==> src/rtl/gpu_pkg.sv <==
// Shared definitions for the PC fetch controller: FSM states, opcodes and
// instruction field positions.
package gpu_pkg;

  typedef enum logic [2:0] {
    ST_IDLE,
    ST_FETCH,
    ST_DECODE,
    ST_ISSUE,
    ST_UPDATE,
    ST_DONE
  } pc_ctrl_state_t;

  localparam logic [3:0] OP_BRNZP = 4'h1;
  localparam logic [3:0] OP_RET   = 4'hF;

  localparam int unsigned OPCODE_MSB = 15;
  localparam int unsigned OPCODE_LSB = 12;
  localparam int unsigned NZP_MSB    = 11;
  localparam int unsigned NZP_LSB    = 9;
  localparam int unsigned TARGET_MSB = 7;
  localparam int unsigned TARGET_LSB = 0;

endpackage

==> src/rtl/pc_fetch_ctrl_decoder.sv <==
// instr_decoder: combinational classification of a fetched instruction into
// RET / BRnzp, with branch-taken evaluation against the execute-stage flags.
module instr_decoder
  import gpu_pkg::*;
#(
  parameter int unsigned ADDR_W  = 8,
  parameter int unsigned INSTR_W = 16
) (
  input  logic [INSTR_W-1:0] instruction,
  input  logic [2:0]         nzp_flags,
  output logic               is_ret,
  output logic               is_branch,
  output logic               branch_taken,
  output logic [ADDR_W-1:0]  target
);

  logic [3:0] opcode;
  logic [2:0] nzp_mask;
  logic       unused_bits;

  // Bit 8 carries no meaning for the opcodes decoded here.
  assign unused_bits = instruction[8];

  // Field extraction and opcode classification.
  always_comb begin
    opcode       = instruction[OPCODE_MSB:OPCODE_LSB];
    nzp_mask     = instruction[NZP_MSB:NZP_LSB];
    is_ret       = (opcode == OP_RET);
    is_branch    = (opcode == OP_BRNZP);
    branch_taken = is_branch && (|(nzp_mask & nzp_flags));
    target       = ADDR_W'(instruction[TARGET_MSB:TARGET_LSB]);
  end

endmodule

==> src/rtl/pc_fetch_ctrl.sv <==
// pc_fetch_ctrl: instruction-fetch sequencer. Fetches at the current PC over
// a valid/ready handshake, decodes RET/BRnzp, issues other instructions to
// the execute stage and then steps or loads the PC.
// Optional build macro FETCH_TIMEOUT_EN adds a fetch watchdog that raises
// error and halts after TIMEOUT_CYCLES cycles without mem_read_ready.
module pc_fetch_ctrl
  import gpu_pkg::*;
#(
  parameter int unsigned ADDR_W         = 8,
  parameter int unsigned INSTR_W        = 16,
  parameter int unsigned TIMEOUT_CYCLES = 64
) (
  input  logic               clk,
  input  logic               reset,
  input  logic               start,
  input  logic [ADDR_W-1:0]  pc_value,
  output logic               pc_write_enable,
  output logic               pc_increment,
  output logic [ADDR_W-1:0]  pc_target,
  output logic               mem_read_valid,
  output logic [ADDR_W-1:0]  mem_read_address,
  input  logic               mem_read_ready,
  input  logic [INSTR_W-1:0] mem_read_data,
  output logic               instr_valid,
  output logic [INSTR_W-1:0] instruction,
  input  logic               exec_done,
  input  logic [2:0]         nzp_flags,
  output logic               busy,
  output logic               done,
  output logic               error
);

  pc_ctrl_state_t     state_q, state_d;
  logic [INSTR_W-1:0] instr_q, instr_d;
  logic [ADDR_W-1:0]  target_q, target_d;
  logic               load_q, load_d;

  logic              dec_is_ret;
  logic              dec_is_branch;
  logic              dec_taken;
  logic [ADDR_W-1:0] dec_target;

`ifdef FETCH_TIMEOUT_EN
  localparam int unsigned CNT_W = $clog2(TIMEOUT_CYCLES) + 1;
  logic [CNT_W-1:0] cnt_q, cnt_d;
  logic             error_q, error_d;
`else
  logic unused_timeout;
  assign unused_timeout = (TIMEOUT_CYCLES == 0);
`endif

  instr_decoder #(
    .ADDR_W  (ADDR_W),
    .INSTR_W (INSTR_W)
  ) u_decoder (
    .instruction  (instr_q),
    .nzp_flags    (nzp_flags),
    .is_ret       (dec_is_ret),
    .is_branch    (dec_is_branch),
    .branch_taken (dec_taken),
    .target       (dec_target)
  );

  // State and datapath registers with asynchronous reset.
  always_ff @(posedge clk or posedge reset) begin
    if (reset) begin
      state_q  <= ST_IDLE;
      instr_q  <= '0;
      target_q <= '0;
      load_q   <= 1'b0;
`ifdef FETCH_TIMEOUT_EN
      cnt_q    <= '0;
      error_q  <= 1'b0;
`endif
    end else begin
      state_q  <= state_d;
      instr_q  <= instr_d;
      target_q <= target_d;
      load_q   <= load_d;
`ifdef FETCH_TIMEOUT_EN
      cnt_q    <= cnt_d;
      error_q  <= error_d;
`endif
    end
  end

  // Next-state logic; load_q selects PC load (taken branch) vs increment in UPDATE.
  always_comb begin
    state_d  = state_q;
    instr_d  = instr_q;
    target_d = target_q;
    load_d   = load_q;
`ifdef FETCH_TIMEOUT_EN
    cnt_d    = '0;
    error_d  = error_q;
`endif
    case (state_q)
      ST_IDLE: begin
        if (start) state_d = ST_FETCH;
      end
      ST_FETCH: begin
        if (mem_read_ready) begin
          instr_d = mem_read_data;
          state_d = ST_DECODE;
        end
`ifdef FETCH_TIMEOUT_EN
        // Counter is held at zero outside FETCH, so it restarts on every entry.
        else if (cnt_q == CNT_W'(TIMEOUT_CYCLES - 1)) begin
          error_d = 1'b1;
          state_d = ST_DONE;
        end else begin
          cnt_d = cnt_q + 1'b1;
        end
`endif
      end
      ST_DECODE: begin
        if (dec_is_ret) begin
          state_d = ST_DONE;
        end else if (dec_is_branch) begin
          load_d  = dec_taken;
          if (dec_taken) target_d = dec_target;
          state_d = ST_UPDATE;
        end else begin
          state_d = ST_ISSUE;
        end
      end
      ST_ISSUE: begin
        if (exec_done) begin
          load_d  = 1'b0;
          state_d = ST_UPDATE;
        end
      end
      ST_UPDATE: state_d = ST_FETCH;
      ST_DONE:   state_d = ST_DONE;
      default:   state_d = ST_IDLE;
    endcase
  end

  // Outputs decoded from state so reset clears them immediately.
  always_comb begin
    mem_read_valid   = (state_q == ST_FETCH);
    mem_read_address = (state_q == ST_FETCH) ? pc_value : '0;
    instr_valid      = (state_q == ST_ISSUE);
    pc_write_enable  = (state_q == ST_UPDATE) && load_q;
    pc_increment     = (state_q == ST_UPDATE) && !load_q;
    pc_target        = target_q;
    instruction      = instr_q;
    busy             = (state_q != ST_IDLE) && (state_q != ST_DONE);
    done             = (state_q == ST_DONE);
`ifdef FETCH_TIMEOUT_EN
    error            = error_q;
`else
    error            = 1'b0;
`endif
  end

endmodule

==> config.mk <==
export PLATFORM = sky130hd
export DESIGN_NAME = pc_fetch_ctrl
export DESIGN_NICKNAME = d
export VERILOG_FILES = /design/src/rtl/gpu_pkg.sv /design/src/rtl/pc_fetch_ctrl_decoder.sv /design/src/rtl/pc_fetch_ctrl.sv
export SDC_FILE = /design/constraint.sdc
export NUM_CORES = 1
export LEC_CHECK = 0
export BUFFER_PORTS_ARGS = -buffer_cell sky130_fd_sc_hd__buf_4
export CAP_MARGIN = 5
export CORE_MARGIN = 4
export CORE_UTILIZATION = 24
export CTS_BUF_LIST = sky130_fd_sc_hd__clkbuf_2
export DETAILED_ROUTE_END_ITERATION = 10
export PLACE_DENSITY = 0.59
export SYNTH_ARGS = -nofsm -noshare
export SYNTH_HDL_FRONTEND = slang
export SYNTH_SLANG_ARGS = --single-unit
export TNS_END_PERCENT = 20
==> constraint.sdc <==
create_clock -name clk -period 2.1 [get_ports clk]
set_input_delay 0.42 -clock clk [delete_from_list [all_inputs] [get_ports clk]]
set_output_delay 0.42 -clock clk [all_outputs]
set_load 0.01 [all_outputs]
# After elaboration in Yosys (flattened, before gate mapping)
# Cells that the tools add are included.
[word_totals] reg_bits=28 input_bits=32 output_inout_bits=39 elab_cells=43
[op_classes] n_eq_ne=13 mux=11 n_bitwise=2 reduce_logical=13
[op_table] operator="3-bit case mux with 6 select lines" n=1
[op_table] operator="3-bit 2-to-1 mux" n=5
[op_table] operator="8-bit 2-to-1 mux" n=1
[op_table] operator="4-bit AND reduction" n=2
[op_table] operator="3-bit by 2-bit equality test with 1-bit output (second input constant)" n=2
[op_table] operator="3-bit equality test (second input constant)" n=2
[op_table] operator="2-bit != test (second input constant)" n=3
[op_table] operator="4-bit by 1-bit equality test with 1-bit output (second input constant)" n=1
[op_table] operator="4-bit equality test (second input constant)" n=1
[op_table] operator="1-bit logical AND" n=4
[op_table] operator="2-bit by 1-bit != test with 1-bit output (second input constant)" n=2
[op_table] operator="3-bit AND" n=1
[op_table] operator="3-bit by 1-bit equality test with 1-bit output (second input constant)" n=1
[op_table] operator="3-bit zero test" n=1
[op_table] operator="1-bit 2-to-1 mux" n=3
[op_table] operator="3-bit != test (second input constant)" n=1
[op_table] operator="3-bit AND reduction" n=1
[op_table] operator="3-bit nonzero test" n=1
[op_table] operator="3-bit OR reduction" n=1
[op_table] operator="1-bit case mux with 2 select lines" n=1
[op_table] operator="2-bit AND reduction" n=1
[op_table] operator="2-bit nonzero test" n=1
[op_table] operator="1-bit zero test" n=1
[op_table] operator="1-bit NOT" n=1

# Logic depth before layout (Yosys ltp)
# Gate-level depths: netlist of the first run.
[depth] depth_word=6 ltp_mapped=6

# Modules after synthesis
# From an unflattened synthesis of the first run, not the netlist that was laid out.
[hier_totals] cells_unflattened=111 hier_area_um2=1456.4
[modules_own_cells] module="pc_fetch_ctrl" n_inst=1 cells_per_inst=99 area_each_um2=1346.3 seq_area_each_um2=700.7
[modules_own_cells] module="instr_decoder" n_inst=1 cells_per_inst=12 area_each_um2=110.1 seq_area_each_um2=0.0

# Worst setup path before layout of the first run
# Ideal clock, no wire load.
[synth_path] path_type="register to register" from="reg instr_q[13], in the netlist instruction[13]" to="reg target_q[0], in the netlist pc_target[0]" setup_time_ns=0.125 t_arrival_ns=1.802 setup_slack_ns=0.174 path_stages_with_launch=4 path_cell_list="dfrtp_1 or4b_4 nor4_4 mux2_2"
[synth_via] elab_chain_cells=3 word_cells_on_any_way=5 classes_between="eq/ne (2); bitwise (1); reduce/logical (2)"
[synth_rtl] item="start, declared" line="pc_fetch_ctrl.sv:34" rtl="logic [INSTR_W-1:0] instr_q, instr_d;"
[synth_rtl] item="start signal, assigned" line="pc_fetch_ctrl.sv:77" rtl="instr_q <= instr_d;"
[synth_rtl] item="4-bit by 1-bit equality test with 1-bit output or 4-bit equality test (tied branches)" line="pc_fetch_ctrl_decoder.sv:29, pc_fetch_ctrl_decoder.sv:28"
[synth_rtl] item="1-bit logical AND or 1-bit NOT (tied branches)"
[synth_rtl] item="4-bit AND reduction (no line) *"
[synth_rtl] item="end signal, assigned" line="pc_fetch_ctrl.sv:78" rtl="target_q <= target_d;"
[synth_rtl] item="end, declared" line="pc_fetch_ctrl.sv:35" rtl="logic [ADDR_W-1:0] target_q, target_d;"
# Mark *: on every way between the ends. The rest lies on a longest branch, timed or not.
# A chain may end at the register's enable or synchronous reset.

# Worst setup path in the final report of the first run
[layout_path] from="reg instr_q[14], in the netlist instruction[14]" to="reg target_q[4], in the netlist pc_target[4]"
# The elaborated chain is that of the path after synthesis.

==> qor.yml, run 1 <==
timing:
  rsz0062_at_grt: "false"
  fin_setup_tns_ns: 0
  finalWorstSetupSlack_ns: 0.135
  finalCritPeriodShare_pct: 93.6
  slew_violations: 0
  final-setup-viol-count: 0
  maxClockFrequency_ghz: 0.509
  finalCriticalPeriod_ns: 1.96
  finClkSkew_ns: 0.00470
  hold_viol: 0
placement:
  pre_cts_slack_ns: 0.138
  gp_congestion: 0.782
  hpwl_um: 2670
  io_buffer_count: 69
clock_network:
  path_clk_slew_ns: 0.25
  cts_tree: "yes"
  clock_latency_ns: 0.35
  cts-resized-gates: 0
  clockRootBuffer: "clkbuf_2"
  numCtsBuffers: 3
  cts_sinks: 28
  cts_buffer_depth: 2
  htree_num_levels: 1
  post_cts_buffers: 0
  cts_hold_buf: 0
die:
  io_pins: 71
  core_mm2: 0.00514
  start_util_pct: 25.0
  num_rows: 26
  die_area_mm2: 0.00659
  chipWidth_um: 81.2
  die_height_um: 81.2
pwr:
  power_density_mw_per_mm2: 1440
  p_total_mw: 2.84
  ir_drop_uv: 709
  p_leak_nw: 0.971
synth:
  synth_flop_cell: "dfrtp_1"
  synth_cell_types: 29
  synth_edf_count: 0
  postSynth.asyncResetShare_pct: 100
  syn_area_mm2: 0.00129
  ys_seq_area_share_pct: 54.5
  yosysWarnings: 0
  synth_fp_nets: 130
  ys_ff_latch: 28
  syn_avg_cell_area_um2: 13.1
  syn-instance-count: 98
detailed_routing:
  drt-pass1-iter-count: 4
  vias: 1026
  routed_wl_um: 3250
  drtAntennaViolNets: 0
  drtIter0Drc: 25
  drc: 0
  routed_via_density: 4.19
  routedWlPerCell_um: 13.3
setup_path:
  cp_max_fo: 6
  crit_path_start_kind: "register"
  crit_required_ns: 2.37
  arrival_ns: 2.24
  crit_type: "reg -> reg"
  crit_path_end_kind: "register"
final_layout:
  final_common_cell: "buf_4"
  drive_gt1_share_pct: 64.0
  diodes: 0
  fin_nets: 208
  layout_common_cells: "buf_4, dfrtp_1, mux2_2, and2_1"
  area_delta_synth_final_pct: 53.8
  fin_util_pct: 38.5
job:
  maxCapViolCount: 0
grt:
  grt_usage_pct: 10.0
  grt_pass1_wl_um: 5220
  grt_start_max_net_pins: 29
  grt_remaining_overflow: 0
  grt_antenna_before_repair: 0
  grt_pass1_vias: 1066
hold_path:
  min_path_type: "in -> async"
run_status:
  status: "completed"
sequential cells by signal (all words and copies together), names as in the netlist:
signal       count
instruction     16
load_q           1
pc_target        8
state_q          3
report_power, final:
part	internal, mW	leakage [nW]	switching (mW)
sequential	0.804	0.344	0.232
clock	0.164	0.0266	0.152
combinational	0.885	0.600	0.607
worst max-delay path, cell delays in order (launching register included):
cell and delay, ns:
dfrtp_1 0.47, or4b_4 0.56, nor4_4 0.31, buf_4 0.22, mux2_2 0.33
stage by stage:
stage / cell area [um^2] / instances / hold slack [ns]
2_1_floorplan: 1290 / 98 / 0.485
3_3_place_gp: 1930 / 241 / 0.495
3_5_place_dp: 1930 / 241 / 0.500
4_1_cts: 1980 / 245 / 0.0577
5_1_grt: 1980 / 245 / 0.0540
6_report: 1980 / 245 / 0.0819
final timing paths:
| path | from | endpoint | slack [ns] | depth (start not counted) |
|---|---|---|---|---|
| max | instruction[14] | pc_target[4] | 0.14 | 4 |
| min | reset | pc_target[0] | 0.08 | 3 |
| max reg2reg | instruction[14] | pc_target[4] | 0.14 | 4 |
| min reg2reg | instruction[8] | instruction[8] | 0.55 | 1 |
| max in group asynchronous | reset | state_q[0] | 1.74 | 3 |
| min in group clk | mem_read_data[0] | instruction[0] | 0.27 | 2 |
layout make-up:
cell class,instances,area [um^2]
clock inverters,1,30.0
fillers,534,3160
inverters,1,3.75
well taps,70,87.6
repair buffers,78,586
flip-flops and latches,28,702
clock buffers,3,15.0
multi-input cells,64,554
per-layer routing:
layer  up-vias  share of wire, %  track usage [%]
met1       465                41             12.3
li1        499                 -                -
met5         -                 0                0
met3         0                16             5.43
met4         0                 0                0
met2        62                43             16.5
synth_stat cells, types with 2 or more instances:
cell,instances,area (um^2)
and2_1,10,62.6
nor2b_1,2,12.5
nand2b_1,3,18.8
o21bai_1,2,15.0
a21oi_1,2,10.0
buf_4,2,15.0
nand2_1,3,11.3
clkbuf_1,2,7.51
nand3b_1,2,15.0
dfrtp_1,28,701
mux2_2,24,270
logic make-up (layout without fill, tap and decap cells):
group | count (synthesis) | after routing | share of synthesized area (%)
AO/OA/AOI/OAI | 8 | 8 | 4.18
buffers and inverters | 6 | 83 | 2.43
flip-flops | 28 | 28 | 54.5
AND/OR/NAND/NOR | 30 | 30 | 16.9
other | 1 | 1 | 0.292
multiplexers | 24 | 24 | 21.0
XOR/XNOR | 1 | 1 | 0.681
No activity file was read; power rests on OpenSTA's default activity.
==> run 2: changes to the inputs <==
- CORE_UTILIZATION: 24 -> 45
- PLACE_DENSITY: 0.59 -> 0.91
==> qor.yml, run 2 (same netlist as run 1, synthesis figures left out) <==
final_layout:
  final_common_cell: "buf_4"  # unchanged
  drive_gt1_share_pct: 62.6  # was 64.0%
  largest_register_ffs: 16  # unchanged
  multiInputGateArea_um2: 554  # unchanged
  n_fill_cell: 203  # was 534
  area_delta_synth_final_pct: 48.5  # was 53.8%
  fin_nets: 204  # was 208
  ff_latch_area_um2: 701  # was 702 um^2
  layout_common_cells: "buf_4, dfrtp_1, mux2_2, and2_1"  # unchanged
  design_area_mm2: 0.00191  # was 0.00198 mm^2
  diodes: 0  # unchanged
detailed_routing:
  routed_wl_um: 3030  # was 3250 um
  drc: 0  # unchanged
  routedWlPerCell_um: 15.0  # was 13.3 um
  drt-pass1-iter-count: 4  # unchanged
  routed_via_density: 5.19  # was 4.19
  drtIter0Drc: 8  # was 25
  drtAntennaViolNets: 0  # unchanged
  vias: 1048  # was 1,026
timing:
  final-setup-viol-count: 0  # unchanged
  hold_viol: 0  # unchanged
  finalCritPeriodShare_pct: 90.9  # was 93.6%
  tightest_slew_ns: 0.598
  rsz0062_at_grt: "false"  # unchanged
  relSlewSlack_pct: 60.2
  finalCriticalPeriod_ns: 1.91  # was 1.96 ns
  finClkSkew_ns: 0.00509  # was 0.00470 ns
  slew_violations: 0  # unchanged
  fin_setup_tns_ns: 0  # unchanged
  maxClockFrequency_ghz: 0.524  # was 0.509 GHz
setup_path:
  cp_max_fo: 9  # was 6
  path_depth: 4  # unchanged
  crit_type: "reg -> reg"  # unchanged
  cp_cell_sequence: "or4b_4, nor4_4, buf_4, mux2_2"  # unchanged
  cpPeakStageDelay_ns: 0.58  # was 0.56 ns
  crit_path_start_kind: "register"  # unchanged
  crit_family: "simple AND/OR/NAND/NOR gates"  # unchanged
  crit_required_ns: 2.37  # about the same
  crit_path_end_kind: "register"  # unchanged
  critPathBufInv: 1  # unchanged
  arrival_ns: 2.18  # was 2.24 ns
  crit_path_top_delay_cell: "or4b_4"  # unchanged
  r2r_cells: 4  # unchanged
pwr:
  power_density_mw_per_mm2: 1460  # was 1440 mW/mm^2
  p_leak_nw: 0.956  # was 0.971 nW
  ir_drop_uv: 1240  # was 709 uV
die:
  io_pins: 71  # unchanged
  start_util_pct: 47.0  # was 25.0%
  die_height_um: 61.5  # was 81.2 um
  chipWidth_um: 61.5  # was 81.2 um
  num_rows: 19  # was 26
  die_area_mm2: 0.00378  # was 0.00659 mm^2
  core_mm2: 0.00273  # was 0.00514 mm^2
placement:
  io_buffer_count: 69  # unchanged
  hpwl_um: 2430  # was 2670 um
  dpl_cell_area_mm2: 0.00187  # was 0.00193 mm^2
  gp_congestion: 0.659  # was 0.782
clock_network:
  cts_hold_buf: 0  # unchanged
  path_clk_slew_ns: 0.25  # about the same
  clockRootBuffer: "clkbuf_2"  # unchanged
  cts-resized-gates: 0  # unchanged
  clock_latency_ns: 0.34  # was 0.35 ns
  numCtsBuffers: 3  # unchanged
  post_cts_buffers: 0  # unchanged
  cts_tree: "yes"  # unchanged
  cts_sinks: 28  # unchanged
  cts_buffer_depth: 2  # unchanged
  htree_num_levels: 1  # unchanged
job:
  maxCapViolCount: 0  # unchanged
grt:
  grt_pass1_vias: 1054  # was 1,066
  grt_pass1_wl_um: 4690  # was 5220 um
  grt_start_max_net_pins: 29  # unchanged
  grt_antenna_before_repair: 0  # unchanged
  grt_usage_pct: 16.5  # was 10.0%
  grt_remaining_overflow: 0  # unchanged
run_status:
  status: "completed"  # unchanged
hold_path:
  min_path_type: "in -> async"  # unchanged
[run 2: changes by cell type in the layout (fill, tap and decap cells not counted)]
cell,before,now
buf_4,78,73
dfrtp_2,1,0
buf_12,0,1
dfrtp_1,27,28
[run 2: area by class of cell]
type	instances	share of cell area, %
multi-input combinational	64	29.0
sequential	28	36.7
timing repair buffer	74	29.7
inverter	1	0.196
clock inverter	1	1.57
clock buffer	3	0.786
tap	31	2.03
[run 2: stage by stage]
stage                     utilization (%)  setup WS (ns)  std cells  power [mW]  hold WS, ns
after floorplan                         -          0.174         98        1.77        0.485
after global placement               68.2          0.274        198        2.45        0.493
after detailed placement             68.2          0.215        198        2.51        0.497
after CTS                            69.9          0.177        202        2.83       0.0765
after global routing                 69.9         0.0892        202        2.98       0.0648
final                                69.9          0.192        202        2.79       0.0876
[run 2: per-layer routing]
layer / vias up / part of all wire, % / track usage (%)
met4: 0 / 0 / 1.82
met3: 0 / 14 / 5.66
met1: 508 / 38 / 20.5
met5: - / 0 / 0
met2: 54 / 47 / 28.7
li1: 486 / - / -
[run 2: where the power goes]
group          switching, mW  total (mW)  internal (mW)
registers              0.223        1.03          0.803
logic                  0.592        1.45          0.857
clock network          0.151       0.315          0.164
total                  0.965        2.79           1.82
[run 2: worst reg2reg max path, stage by stage (launching register included)]
cell and delay [ns]:
dfrtp_1 0.48, or4b_4 0.58, nor4_4 0.22, buf_4 0.21, mux2_2 0.35
[run 2: final timing paths]
check,from,endpoint,slack [ns]
worst min register to register,instruction[8],instruction[8],0.54
worst min-delay path,reset,pc_target[5],0.09
min in group clk,mem_read_data[4],instruction[4],0.28
worst max-delay path,instruction[13],pc_target[1],0.19
worst max register to register,instruction[13],pc_target[1],0.19
max in group asynchronous,reset,instruction[6],1.76
==> run 3: changes to the inputs <==
- CORE_UTILIZATION: 45 -> 35
- PLACE_DENSITY: 0.91 -> 0.75
==> qor.yml, run 3 (same netlist as run 1, synthesis figures left out) <==
run_status:
  status: "completed"  # unchanged
setup_path:
  crit_type: "reg -> out"  # was reg -> reg
  cp_max_fo: 9  # unchanged
  arrival_ns: 1.50  # was 2.18 ns
  critPathLaunch: "state_q[1]"  # was instruction[13]
  cp_cell_sequence: "nor3b_2, buf_4, and2_1, buf_4"  # was or4b_4, nor4_4, buf_4, mux2_2
  critPathBufInv: 2  # was 1
  crit_path_end_kind: "output port"  # was register
  r2r_cells: 4  # unchanged
  crit_required_ns: 1.68  # was 2.37 ns
  cpPeakStageDelay_ns: 0.51  # was 0.58 ns
  r2r_slack_ns: 0.20  # was 0.19 ns
  crit_end: "mem_read_address[0]"  # was pc_target[1]
  crit_path_start_kind: "register"  # unchanged
  rr_startpoint: "instruction[13]"  # unchanged
  rr_endpoint: "pc_target[0]"  # was pc_target[1]
  path_depth: 4  # unchanged
  crit_family: "flip-flops"  # was simple AND/OR/NAND/NOR gates
  crit_path_top_delay_cell: "dfrtp_1"  # was or4b_4
  critical_path.most_common_cell: "buf_4"
clock_network:
  numCtsBuffers: 3  # unchanged
  post_cts_buffers: 0  # unchanged
  cts_hold_buf: 0  # unchanged
  htree_num_levels: 1  # unchanged
  clockRootBuffer: "clkbuf_2"  # unchanged
  cts_sinks: 28  # unchanged
  cts_tree: "yes"  # unchanged
  path_clk_slew_ns: 0.24  # was 0.25 ns
  cts_buffer_depth: 2  # unchanged
  clock_latency_ns: 0.33  # was 0.34 ns
  cts-resized-gates: 0  # unchanged
final_layout:
  fin_nets: 204  # unchanged
  design_area_mm2: 0.00189  # was 0.00191 mm^2
  n_fill_cell: 319  # was 203
  final_common_cell: "buf_4"  # unchanged
  area_delta_synth_final_pct: 47.0  # was 48.5%
  diodes: 0  # unchanged
  layout_common_cells: "buf_4, dfrtp_1, mux2_2, and2_1"  # unchanged
  drive_gt1_share_pct: 62.0  # was 62.6%
  largest_register_ffs: 16  # unchanged
placement:
  io_buffer_count: 69  # unchanged
  hpwl_um: 2480  # was 2430 um
  gp_congestion: 0.730  # was 0.659
  dpl_cell_area_mm2: 0.00187  # about the same
detailed_routing:
  drtAntennaViolNets: 0  # unchanged
  routed_wl_um: 3040  # was 3030 um
  routed_via_density: 4.72  # was 5.19
  vias: 1024  # was 1,048
  drtIter0Drc: 43  # was 8
  drc: 0  # unchanged
  drt-pass1-iter-count: 4  # unchanged
  routedWlPerCell_um: 14.0  # was 15.0 um
pwr:
  p_leak_nw: 0.940  # was 0.956 nW
  p_seq_share_pct: 38.6  # was 36.8%
  p_sw_share_pct: 36.2  # was 34.6%
  p_total_mw: 2.64  # was 2.79 mW
  ir_drop_uv: 722  # was 1240 uV
  power_density_mw_per_mm2: 1400  # was 1460 mW/mm^2
  clkPwrFrac_pct: 7.0  # was 11.3%
  p_int_mw: 1.69  # was 1.82 mW
  p_switching_mw: 0.955  # was 0.965 mW
  combPwrFrac_pct: 54.4  # was 51.9%
die:
  start_util_pct: 37.4  # was 47.0%
  chipWidth_um: 68.6  # was 61.5 um
  die_area_mm2: 0.00471  # was 0.00378 mm^2
  num_rows: 21  # was 19
  die_height_um: 68.6  # was 61.5 um
  io_pins: 71  # unchanged
  core_mm2: 0.00344  # was 0.00273 mm^2
timing:
  finalCritPeriodShare_pct: 91.2  # was 90.9%
  hold_viol: 0  # unchanged
  maxClockFrequency_ghz: 0.522  # was 0.524 GHz
  slew_violations: 0  # unchanged
  fin_setup_tns_ns: 0  # unchanged
  finalCriticalPeriod_ns: 1.92  # was 1.91 ns
  finClkSkew_ns: 0.00294  # was 0.00509 ns
  rsz0062_at_grt: "false"  # unchanged
  final-setup-viol-count: 0  # unchanged
job:
  maxCapViolCount: 0  # unchanged
grt:
  grt_pass1_wl_um: 4870  # was 4690 um
  grt_pass1_vias: 1117  # was 1,054
  grt_usage_pct: 13.5  # was 16.5%
  grt_start_max_net_pins: 29  # unchanged
  grt_antenna_before_repair: 0  # unchanged
  grt_remaining_overflow: 0  # unchanged
hold_path:
  min_path_type: "in -> async"  # unchanged
-- run 3: cell types whose count changed in the layout (fill, tap and decap cells not counted), sizes merged --
cell / before / now
bufinv: 1 / 0
clkinv: 0 / 1
-- run 3: worst min-delay path by stage --
stage                        start             end  slack, ns  cells past startpoint
global placement    instruction[8]  instruction[8]       0.50                      1
global route                 reset      state_q[1]       0.07                      3
CTS                          reset  instruction[1]       0.09                      3
detailed placement    pc_target[4]    pc_target[4]       0.50                      1
finish                       reset  instruction[3]        0.1                      3
floorplan                    reset  instruction[0]       0.49                      1
-- run 3: per-stage QoR --
| step | std cells | setup WS (ns) | hold WS, ns | utilization, % |
|---|---|---|---|---|
| 2_1_floorplan | 98 | 0.174 | 0.485 | - |
| 3_5_place_dp | 213 | 0.207 | 0.501 | 54.4 |
| 4_1_cts | 217 | 0.158 | 0.0946 | 54.9 |
| 6_report | 217 | 0.185 | 0.0990 | 54.9 |
| 5_1_grt | 217 | 0.0679 | 0.0674 | 54.9 |
| 3_3_place_gp | 213 | 0.262 | 0.497 | 54.4 |
-- run 3: per-layer routing --
metal | wire length (um) | vias up | GRT usage [%]
met3 | 441 | 0 | 5.51
met4 | 0 | 0 | 1.49
met5 | 0 | - | 0
li1 | - | 489 | -
met2 | 1500 | 52 | 25.4
met1 | 1100 | 483 | 14.4
-- run 3: worst reg2reg max path, stage by stage (launching register included) --
cell     delay (ns)
dfrtp_1        0.47
or4b_4         0.58
nor4_4         0.22
buf_4          0.21
mux2_2         0.34
-- run 3: power by group through the flow --
stage               clock network [mW]  registers (mW)  logic [mW]
global placement                     0            1.02        1.43
CTS                              0.195            1.03        1.46
finish                           0.185            1.02        1.44
floorplan                            0            1.10       0.669
detailed placement                   0            1.04        1.46
global route                     0.214            1.08        1.57
-- run 3: final cells by class --
type                       count  area, um^2  share of cell area (%)
sequential                    28         701                    37.1
clock buffer                   3        15.0                   0.794
inverter                       1        3.75                   0.199
timing repair buffer          74         556                    29.4
clock inverter                 1        3.75                   0.199
tap                           46        57.6                    3.04
multi-input combinational     64         554                    29.3
